===== src/rtl/sample_clk_ctrl.sv =====
// sample_clk_ctrl: run control and rate configuration for the sample-clock divider.
// Produces a 50%-duty divided clock (newclk), a tick on each rising edge of it,
// and applies half-period changes only on half-period boundaries so the output
// never glitches.
module sample_clk_ctrl #(
    parameter int CNT_W        = 16,
    parameter int DEFAULT_HALF = 100,
    parameter int BURST_W      = 8
) (
    input  logic               clk,
    input  logic               nrst,
    input  logic               start,
    input  logic               stop,
    input  logic [BURST_W-1:0] burst_len,
    input  logic               cfg_valid,
    input  logic [CNT_W-1:0]   cfg_half,
    output logic               cfg_ready,
    output logic               newclk,
    output logic               tick,
    output logic               busy,
    output logic               burst_done,
    output logic [CNT_W-1:0]   half_cur,
    output logic [1:0]         state_dbg
);

    typedef enum logic [1:0] {
        IDLE     = 2'd0,
        RUN      = 2'd1,
        STOPPING = 2'd2
    } state_t;

    state_t             state;
    logic [CNT_W-1:0]   cnt;
    logic [CNT_W-1:0]   pend_half;
    logic               pend_v;
    logic [BURST_W-1:0] remaining;
    logic               burst_mode;

    logic               cfg_accept;
    logic [CNT_W-1:0]   cfg_clamped;
    logic               boundary;
    logic               burst_final;
    logic               clean_end;
    logic               quick_stop;

    // Config handshake: a value transfers on any rising clk edge where
    // cfg_valid && cfg_ready. cfg_ready depends only on state and pend_v
    // (never on cfg_valid), so the offerer may hold cfg_valid/cfg_half until
    // it sees the transfer. In IDLE the value lands directly in half_cur;
    // while running it is parked in pend_half until the next boundary.
    assign cfg_ready   = (state == IDLE) || !pend_v;
    assign cfg_accept  = cfg_valid && cfg_ready;
    // A half-period below 2 would make newclk degenerate; clamp it.
    assign cfg_clamped = (cfg_half < CNT_W'(2)) ? CNT_W'(2) : cfg_half;

    assign boundary    = (state != IDLE) && (cnt == half_cur - CNT_W'(1));
    assign burst_final = burst_mode && (remaining == '0);
    // Falling boundary is the only clean place to stop once newclk is high.
    assign clean_end   = boundary && newclk &&
                         (burst_final || stop || (state == STOPPING));
    // With newclk low there is no half pulse to protect; stop at once.
    assign quick_stop  = (state == RUN) && stop && !newclk;

    assign state_dbg   = state;

    // Run-control FSM, half-period counter, divided clock and config apply.
    always_ff @(posedge clk or negedge nrst) begin
        if (!nrst) begin
            state      <= IDLE;
            cnt        <= '0;
            pend_v     <= 1'b0;
            pend_half  <= '0;
            remaining  <= '0;
            burst_mode <= 1'b0;
            newclk     <= 1'b0;
            tick       <= 1'b0;
            busy       <= 1'b0;
            burst_done <= 1'b0;
            half_cur   <= CNT_W'(DEFAULT_HALF);
        end else begin
            tick       <= 1'b0;
            burst_done <= 1'b0;
            case (state)
                IDLE: begin
                    if (cfg_accept) begin
                        half_cur <= cfg_clamped;
                    end
                    // stop in the same cycle as start keeps us idle
                    if (start && !stop) begin
                        state      <= RUN;
                        busy       <= 1'b1;
                        cnt        <= '0;
                        newclk     <= 1'b0;
                        remaining  <= burst_len;
                        burst_mode <= (burst_len != '0);
                    end
                end
                RUN, STOPPING: begin
                    if (boundary) begin
                        cnt    <= '0;
                        newclk <= !newclk;
                        if (pend_v) begin
                            half_cur <= pend_half;
                            pend_v   <= 1'b0;
                        end
                        if (!newclk) begin
                            tick <= 1'b1;
                            if (burst_mode) begin
                                remaining <= remaining - BURST_W'(1);
                            end
                        end
                    end else begin
                        cnt <= cnt + CNT_W'(1);
                    end
                    // cfg_ready is low while pend_v is set, so this never
                    // collides with the boundary apply above.
                    if (cfg_accept) begin
                        pend_half <= cfg_clamped;
                        pend_v    <= 1'b1;
                    end
                    if (clean_end || quick_stop) begin
                        state      <= IDLE;
                        busy       <= 1'b0;
                        cnt        <= '0;
                        newclk     <= 1'b0;
                        tick       <= 1'b0;
                        burst_mode <= 1'b0;
                        remaining  <= '0;
                        pend_v     <= 1'b0;
                        burst_done <= clean_end && burst_final;
                        // leaving the run, any parked rate takes effect now
                        if (pend_v) begin
                            half_cur <= pend_half;
                        end else if (cfg_accept) begin
                            half_cur <= cfg_clamped;
                        end
                    end else if ((state == RUN) && stop) begin
                        state <= STOPPING;
                    end
                end
                default: begin
                    state <= IDLE;
                end
            endcase
        end
    end

endmodule


===== config.mk =====
export PLATFORM = sky130hd
export DESIGN_NAME = sample_clk_ctrl
export DESIGN_NICKNAME = d
export VERILOG_FILES = /design/src/rtl/sample_clk_ctrl.sv
export SDC_FILE = /design/constraint.sdc
export NUM_CORES = 1
export LEC_CHECK = 0
export BUFFER_PORTS_ARGS = -buffer_cell sky130_fd_sc_hd__buf_2
export CORE_MARGIN = 2
export CORE_UTILIZATION = 50
export DETAILED_ROUTE_END_ITERATION = 10
export PLACE_DENSITY = 0.7
export SLEW_MARGIN = 20
export SYNTH_ARGS = -nofsm -noshare
export SYNTH_HDL_FRONTEND = slang
export SYNTH_SLANG_ARGS = --single-unit

===== constraint.sdc =====
create_clock -name clk -period 3.4 [get_ports clk]
set_clock_uncertainty 0.05 [all_clocks]
set_input_delay 0.51 -clock clk [delete_from_list [all_inputs] [get_ports clk]]
set_output_delay 0.51 -clock clk [all_outputs]
set_load 0.05 [all_outputs]

* Word-level counts from Yosys, hierarchy flattened
Cells that the tools add are included.
Word-level totals: register bits 64, input bits 29, output and inout port bits 23, word-level logic and storage cells 96
Operators by class: $add $sub $neg 3, magnitude comparators 1, equality and inequality tests 10, muxes and demuxes 40, reductions and logical operators 31
Operator list (count):
- two-way mux 16 bit | 10
- one-hot mux 16 bit (2 select lines) | 2
- two-way mux 8 bit | 5
- adder 16 x 1 -> 16 bit (second input constant) | 1
- equality test 16 bit | 1
- less-than comparator 16 x 2 -> 1 bit (second input constant) | 1
- one-hot mux 8 bit (2 select lines) | 1
- subtractor 16 x 1 -> 16 bit (second input constant) | 1
- two-way mux 1 bit | 15
- inequality test 3 bit (second input constant) | 4
- AND reduction 2 bit | 5
- logical AND 1 bit | 9
- zero test 8 bit | 1
- nonzero test 8 bit | 1
- subtractor 8 x 1 -> 8 bit (second input constant) | 1
- two-way mux 2 bit | 3
- one-hot mux 1 bit (2 select lines) | 3
- AND reduction 3 bit | 2
- AND reduction 5 bit | 1
- logical OR 1 bit | 4
- inequality test 2 bit (second input constant) | 2
- one-hot mux 2 bit (2 select lines) | 1
- nonzero test 2 bit | 2
- zero test 1 bit | 3
- other kinds (6) | 6

* Logic depth before layout (Yosys ltp)
Gate-level depths: netlist of run 1.
word-level depth 8, gate-level depth with buffers 13, depth with buffers taken out 11

* Worst setup path after synthesis of run 1
OpenSTA, ideal clock, no wires.
kind register to register, start reg state[0], in the netlist state_dbg[0], end reg pend_half[10], library setup time 0.125 ns, data arrival time 3.208 ns, data required time 3.225 ns, slack 0.017 ns, cell stages (with the launch flop) 11, path buffers 4, clock period less this slack 3.383 ns, path through dfrtp_1 inv_1 ha_1 clkbuf_1 nand2b_1 and2_1 clkbuf_1 buf_1 nand2_1 clkbuf_1 mux2_2
On the way: cells in the longest elaborated chain, start to end 4, elaborated cells on any way between the ends 7, those cells by class eq/ne (2); reduce/logical (5)
Ends and longest elaborated chain:
- start: declaration | RTL line 32 | state_t state;
- start signal: assignment | RTL line 69 | state <= IDLE;
- start signal: assignment | RTL line 90 | state <= RUN;
- start signal: assignment | RTL line 122 | state <= IDLE;
- zero test 2 bit | RTL line 51 | assign cfg_ready = (state == IDLE) || !pend_v;
- logical OR 1 bit | RTL line 51
- net cfg_ready | RTL line 17 | output logic cfg_ready,
- logical AND 1 bit | RTL line 52 | assign cfg_accept = cfg_valid && cfg_ready;
- AND reduction 2 bit (no source line)
- end signal: assignment | RTL line 118 | pend_half <= cfg_clamped;
- end: declaration | RTL line 34 | logic [CNT_W-1:0] pend_half;
The timed path passes the listed nets, and every way through them passes these cells. A chain may end at the register's enable or synchronous reset.

* Worst setup path after layout of run 1
start reg half_cur[0], end reg remaining[1]
On the way: cells in the longest elaborated chain, start to end 8, elaborated cells on any way between the ends 12, those cells by class add/sub (1); eq/ne (4); mux (2); reduce/logical (5)
Ends and longest elaborated chain:
- start: declaration | RTL line 22 | output logic [CNT_W-1:0] half_cur,
- start signal: assignment | RTL line 79 | half_cur <= CNT_W'(DEFAULT_HALF);
- start signal: assignment | RTL line 86 | half_cur <= cfg_clamped;
- start signal: assignment | RTL line 103 | half_cur <= pend_half;
- subtractor 16 x 1 -> 16 bit * | RTL line 56 | assign boundary = (state != IDLE) && (cnt == half_cur - CNT_W'(1));
- equality test 16 bit * | RTL line 56
- logical AND 1 bit * | RTL line 56
- logical AND 1 bit (2 in series) | RTL line 59 | assign clean_end = boundary && newclk &&
- logical OR 1 bit | RTL line 121 | if (clean_end || quick_stop) begin
- inequality test 3 bit (no source line) or two-way mux 8 bit (tied branches)
- AND reduction 5 bit (no source line) or one-hot mux 8 bit (2 select lines) (tied branches)
- end signal: assignment | RTL line 94 | remaining <= burst_len;
- end signal: assignment | RTL line 109 | remaining <= remaining - BURST_W'(1);
- end: declaration | RTL line 36 | logic [BURST_W-1:0] remaining;
Mark *: on every way between the ends. The rest lies on a longest branch, timed or not.

==> impl_metrics.toml, run 1 <==
[floorplan]
dieArea_um2 = 9510
initial_core_util_pct = 50.9
rows = 34
core_region_area_um2 = 8590
die_height_um = 97.5
die_w_um = 97.5
ios = 52

[routing]
drc = 0
via_per_inst = 6.20
drt_iter0_markers = 319
dr.pass1.iters = 5
wl_per_cell_um = 17.4
antenna_left = 0
routed_wl_mm = 12.0
vias = 4280

[worst_setup_path]
cp.arrival_ns = 3.45
crit_start = "half_cur[0]"
cp.required_ns = 3.57
critical_path.max_fanout = 15
critPathLaunchType = "flop"
cp_top_family = "simple AND/OR/NAND/NOR gates"
r2r_end = "remaining[1]"
crit_path_end = "remaining[1]"
critical_path_depth = 11
crit_chain = "buf_4 -> or4_4 -> or4_1 -> a21o_1 -> a22oi_2 -> nand4_2 -> buf_4 -> a21oi_1 -> o21ai_2 -> a211oi_1 -> a21oi_1"
critPathKind = "flop to flop"
cpPeakStageDelay_ns = 0.55
timing.rr.start = "half_cur[0]"
end_kind = "flop"
critPathBufInv = 2
crit_path_top_delay_cell = "or4_4"
reg2regPathDepth = 11
r2r_slack_ns = 0.13

[run]
maxCapViolCount = 0

[global_route]
grt_pass1_wl_mm = 20.1
grt_max_degree = 49
track_usage_pct = 25.9
antenna_found_initial = 0
grt_pass1_vias = 4088
overflow = 0

[min_path]
hp-class = "input port to async pin"

[synthesis]
yosysTopAreaCell = "dfrtp_1"
synthesis.nets = 554
async_reset_ff_share_pct = 100
synth-edff-count = 0
synthTopCellsByArea = "dfrtp_1, nand2_1, o21ai_0"
netlist_area_um2 = 4370
yosysTopAreaCellShare_pct = 34.9
avgSynthCellArea_um2 = 8.44
ys.flop_type = "dfrtp_1"
yosys_warnings = 0
synth_cell_types = 64
synth-seq-area-share_pct = 36.7
synthCells = 518
ys_ff_latch = 64

[final_layout]
nNetsFinal = 613
final_common_cell = "dfrtp_1"
syn_to_final_growth_pct = 16.3
most-common-layout-cells = "dfrtp_1, nand2_1, buf_2, o21ai_0"
drive_above_1_share_pct = 22.7
utilization_pct = 59.1
stdcell_area_um2 = 5080
diodes = 0

[timing]
fin_crit_sh_pct = 96.2
slew_headroom_pct = 42.7
worstMarginPinSlew_ns = 0.859
fin_crit_ns = 3.27
drv_slew = 0
clock.fmax_mhz = 306
finalSetupViolations = 0
rsz0062_at_grt = "yes"
setup_tns_ns = 0
hold_viol = 0
holdWs_ns = 0.0212

[clock_network]
insertion_delay_ns = 0.34
root_buffer = "clkbuf_8"
postCtsHoldBufs = 0
cts_buffers = 9
htree_levels = 3
cts_tree = "built"
cts_sinks = 64
cts.path.max_buffers = 2
clk_pin_slew_ns = 0.07

[place]
dp_hpwl_mm = 8.51
port_buffers = 51
gp_congestion = 0.897
postPlaceCellArea_um2 = 4840

[power_and_ir_drop]
switching_power_mw = 2.71
p_seq_share_pct = 24.6
peakVddDrop_mv = 0.479
pwr-share-clk_pct = 13.4
power_switching_share_pct = 49.8
pwr_density_cell_nw_per_um2 = 1070
p_int_mw = 2.73
p_comb_share_pct = 61.9
leakage_nw = 2.12

[outcome]
status = "completed"
-- per-layer routing --
metal  vias up  track usage (%)  part of all wire [%]
met2       144             42.0                    48
met3        24             5.40                   6.2
li1       2041                -                     -
met1      2071             34.5                    44
met5         -                0                     0
met4         0             8.65                   1.6
-- Yosys cell counts, types with 4 or more instances --
| cell type | number |
|---|---|
| a32oi_1 | 6 |
| or3_1 | 5 |
| nand3_1 | 12 |
| nand3b_1 | 16 |
| nor2_1 | 37 |
| o21ai_1 | 28 |
| buf_2 | 8 |
| nor3_1 | 12 |
| nor2b_1 | 4 |
| xor2_1 | 12 |
| o21ai_0 | 37 |
| mux2_2 | 14 |
| and2_1 | 4 |
| dfrtp_1 | 61 |
| a21oi_1 | 34 |
| a31oi_1 | 16 |
| xnor2_1 | 19 |
| a41oi_1 | 14 |
| clkbuf_1 | 23 |
| inv_1 | 14 |
| ha_1 | 7 |
| nor4_1 | 9 |
| nand2_1 | 58 |
-- flip-flops by register name (all words and copies together), names as in the netlist --
register,count
remaining,8
tick,1
newclk,1
half_cur,16
burst_done,1
cnt,16
burst_mode,1
busy,1
pend_v,1
state_dbg,2
pend_half,16
-- power groups by stage --
stage	Combinational [mW]	Clock [mW]	Sequential [mW]
6_report	3.37	0.732	1.34
5_1_grt	3.72	0.775	1.38
4_1_cts	3.32	0.744	1.33
3_5_place_dp	3.31	0	1.34
3_3_place_gp	3.23	0	1.33
2_1_floorplan	2.12	0	1.63
-- metrics by stage --
stage	cells	worst slack (ns)	total power, mW
3_3_place_gp	673	0.118	4.56
5_1_grt	690	-0.0337	5.87
6_report	690	0.128	5.44
4_1_cts	689	0.00189	5.39
2_1_floorplan	518	0.0175	3.74
3_5_place_dp	673	0.0286	4.65
-- cell families (layout without fill, tap and decap cells) --
group,Yosys count,after routing,synth area share (%)
buffers and inverters,48,112,4.69
AOI/OAI and AO/OA,172,172,25.1
and+or+nand+nor,181,181,21.5
adders and majority gates,7,7,2.00
DFF,64,64,36.7
xor gates and xnor gates,31,31,6.21
muxes,15,15,3.84
-- area by class of cell --
cell class,instances,area (um^2)
clock inverters,3,65.1
well taps,108,135
multi-input cells,406,2580
flip-flops and latches,64,1610
inverters,14,52.6
repair buffers,82,492
clock buffers,13,149
fillers,788,3510
-- how the worst min path moves through the flow --
stage | startpoint | slack, ns | end | cells after the start
global route | nrst | 0.04 | cnt[10] | 1
floorplan | nrst | 0.16 | burst_done | 0
finish | nrst | 0.02 | cnt[4] | 1
detailed placement | nrst | 0.40 | cnt[4] | 1
CTS | nrst | 0.03 | cnt[4] | 1
global placement | nrst | 0.40 | cnt[0] | 1
-- repair_timing --
action                     CTS  global route
setup endpoints to repair    0            27
setup buffers                0             1
gates resized for setup      0             7
(Power assumes the default switching activity.)
==> inputs of run 2 (changes only) <==
--- a/config.mk
+++ b/config.mk
@@ -7,9 +7,10 @@
 export LEC_CHECK = 0
 export BUFFER_PORTS_ARGS = -buffer_cell sky130_fd_sc_hd__buf_2
 export CORE_MARGIN = 2
-export CORE_UTILIZATION = 50
+export CORE_UTILIZATION = 40
+export CTS_CLUSTER_SIZE = 40
 export DETAILED_ROUTE_END_ITERATION = 10
-export PLACE_DENSITY = 0.7
+export PLACE_DENSITY = 0.58
 export SLEW_MARGIN = 20
 export SYNTH_ARGS = -nofsm -noshare
 export SYNTH_HDL_FRONTEND = slang
==> run 2 against run 1 <==
Compared with the run above: fmax rose by 0.44%; critical path depth fell by 2; wire length rose by 5.0%; register-to-register slack barely moved; clock power rose by 6.3%; hold slack improved by 0.028 ns; critical path type unchanged; largest cell class unchanged.
==> impl_metrics.toml, run 2 (synthesized netlist as in run 1, its figures left out) <==
[timing]
clock.fmax_mhz = 307
worstMarginPinSlew_ns = 0.789
fin_crit_ns = 3.26
hold_viol = 0
final.setup.worst_slack_ns = 0.142
rsz0062_at_grt = "no"
fin_crit_sh_pct = 95.8
finalSetupViolations = 0
slew_headroom_pct = 47.4
drv_slew = 0

[final_layout]
nNetsFinal = 614
top_regs = "cnt (16), half_cur (16), pend_half (16)"
most-common-layout-cells = "dfrtp_1, nand2_1, buf_2, o21ai_0, nor2_1"
diodes = 0
syn_to_final_growth_pct = 18.7
final_cells = 723
stdcell_area_um2 = 5190
final_common_cell = "dfrtp_1"
drive_above_1_share_pct = 23.0

[power_and_ir_drop]
leakage_nw = 2.16
p_comb_share_pct = 61.5
peakVddDrop_mv = 0.419
power_switching_share_pct = 49.8
pwr-share-clk_pct = 14.1
switching_power_mw = 2.75
p_int_mw = 2.77
p_seq_share_pct = 24.4
pwr_density_cell_nw_per_um2 = 1060

[global_route]
track_usage_pct = 22.1
grt_pass1_vias = 4038
antenna_found_initial = 0
grt_max_degree = 46
overflow = 0
grt_pass1_wl_mm = 20.3

[min_path]
hp-class = "input port to async pin"

[worst_setup_path]
critPathBufInv = 0
end_kind = "flop"
critPathKind = "flop to flop"
critical_path.max_fanout = 9
timing.rr.start = "half_cur[0]"
crit_chain = "or4_4 -> or4_1 -> a21o_1 -> a22oi_2 -> nand4_4 -> or4_1 -> a22o_1 -> nand3_1 -> a32oi_1"
crit_start = "half_cur[0]"
cp.required_ns = 3.57
crit_path_top_delay_cell = "or4_4"
cpPeakStageDelay_ns = 0.56
cp_top_family = "simple AND/OR/NAND/NOR gates"
cp.arrival_ns = 3.43
critPathLaunchType = "flop"
cp_common_cell = "or4_1"

[floorplan]
die_height_um = 109
ios = 52
dieArea_um2 = 11800
initial_core_util_pct = 40.7
rows = 38
die_w_um = 109
core_region_area_um2 = 10700

[place]
post-place-ws_ns = -0.0518
port_buffers = 51
postPlaceCellArea_um2 = 4890
gp_congestion = 0.877
dp_hpwl_mm = 9.08
dp.cells = 707

[outcome]
status = "completed"

[clock_network]
postCtsHoldBufs = 0
insertion_delay_ns = 0.34
clk_pin_slew_ns = 0.08
htree_levels = 3
cts.path.max_buffers = 2
cts_sinks = 64
cts_tree = "built"
cts_buffers = 9
root_buffer = "clkbuf_8"
cts_setup_buffers = 0

[routing]
dr_wl_met3_um = 567
routed_wl_mm = 12.6
dr_wl_met2_mm = 5.94
top_layer = "met4"
wl_per_cell_um = 17.4
antenna_left = 0
via_per_inst = 5.83
vias = 4213
drt_iter0_markers = 325
wl_met1_mm = 5.86
drc = 0
dr.pass1.iters = 5

[run]
maxCapViolCount = 0
[run 2: cell types whose count changed in the layout (fill, tap and decap cells not counted), sizes merged]
cell,before,now
clkbuf,13,14
clkinv,1,0
buf,82,83
[run 2: per-layer routing]
metal	vias to the layer above	global-route usage, %
met4	0	7.97
met1	2025	29.6
li1	2044	-
met3	20	3.80
met2	124	35.9
met5	-	0
[run 2: layout make-up]
class,instances,area (um^2)
inverter,14,52.6
timing repair buffer,83,495
sequential,64,1610
clock inverter,2,60.1
tap,140,175
fill,1035,5560
clock buffer,14,173
multi-input combinational,406,2630
[run 2: final timing paths]
path | cells after the start | slack (ns) | endpoint
max in group asynchronous | 2 | 2.44 | half_cur[2]
max | 9 | 0.14 | half_cur[0]
max reg2reg | 9 | 0.14 | half_cur[0]
min reg2reg | 2 | 0.46 | remaining[6]
min | 1 | 0.05 | cnt[2]
min in group clk | 2 | 0.39 | pend_half[12]
[run 2: power by group through the flow]
| stage | registers, mW | clock network, mW | logic (mW) |
|---|---|---|---|
| 6_report | 1.35 | 0.778 | 3.39 |
| 5_1_grt | 1.39 | 0.837 | 3.72 |
| 4_1_cts | 1.34 | 0.791 | 3.33 |
| 3_5_place_dp | 1.35 | 0 | 3.32 |
| 3_3_place_gp | 1.34 | 0 | 3.25 |
| 2_1_floorplan | 1.63 | 0 | 2.12 |
[run 2: through the flow]
step                      util, %  setup TNS [ns]  total power, mW  hold slack, ns
after global placement       45.5         -0.0481             4.59           0.424
after CTS                    47.7               0             5.46          0.0567
final                        48.3               0             5.52          0.0490
after global routing         48.3               0             5.95          0.0640
after floorplan                 -               0             3.74           0.164
after detailed placement     45.5          -0.431             4.67           0.434
[run 2: worst reg2reg max path, cell delays in order (launching register included)]
cell and delay, ns:
dfrtp_2 0.45, or4_4 0.56, or4_1 0.51, a21o_1 0.21, a22oi_2 0.21, nand4_4 0.23
or4_1 0.52, a22o_1 0.21, nand3_1 0.09, a32oi_1 0.09
[run 2: what timing repair did]
item                                    CTS  global route
endpoints found under the setup margin   15            26
gates resized for setup                   1            11
pin swaps                                 0             1
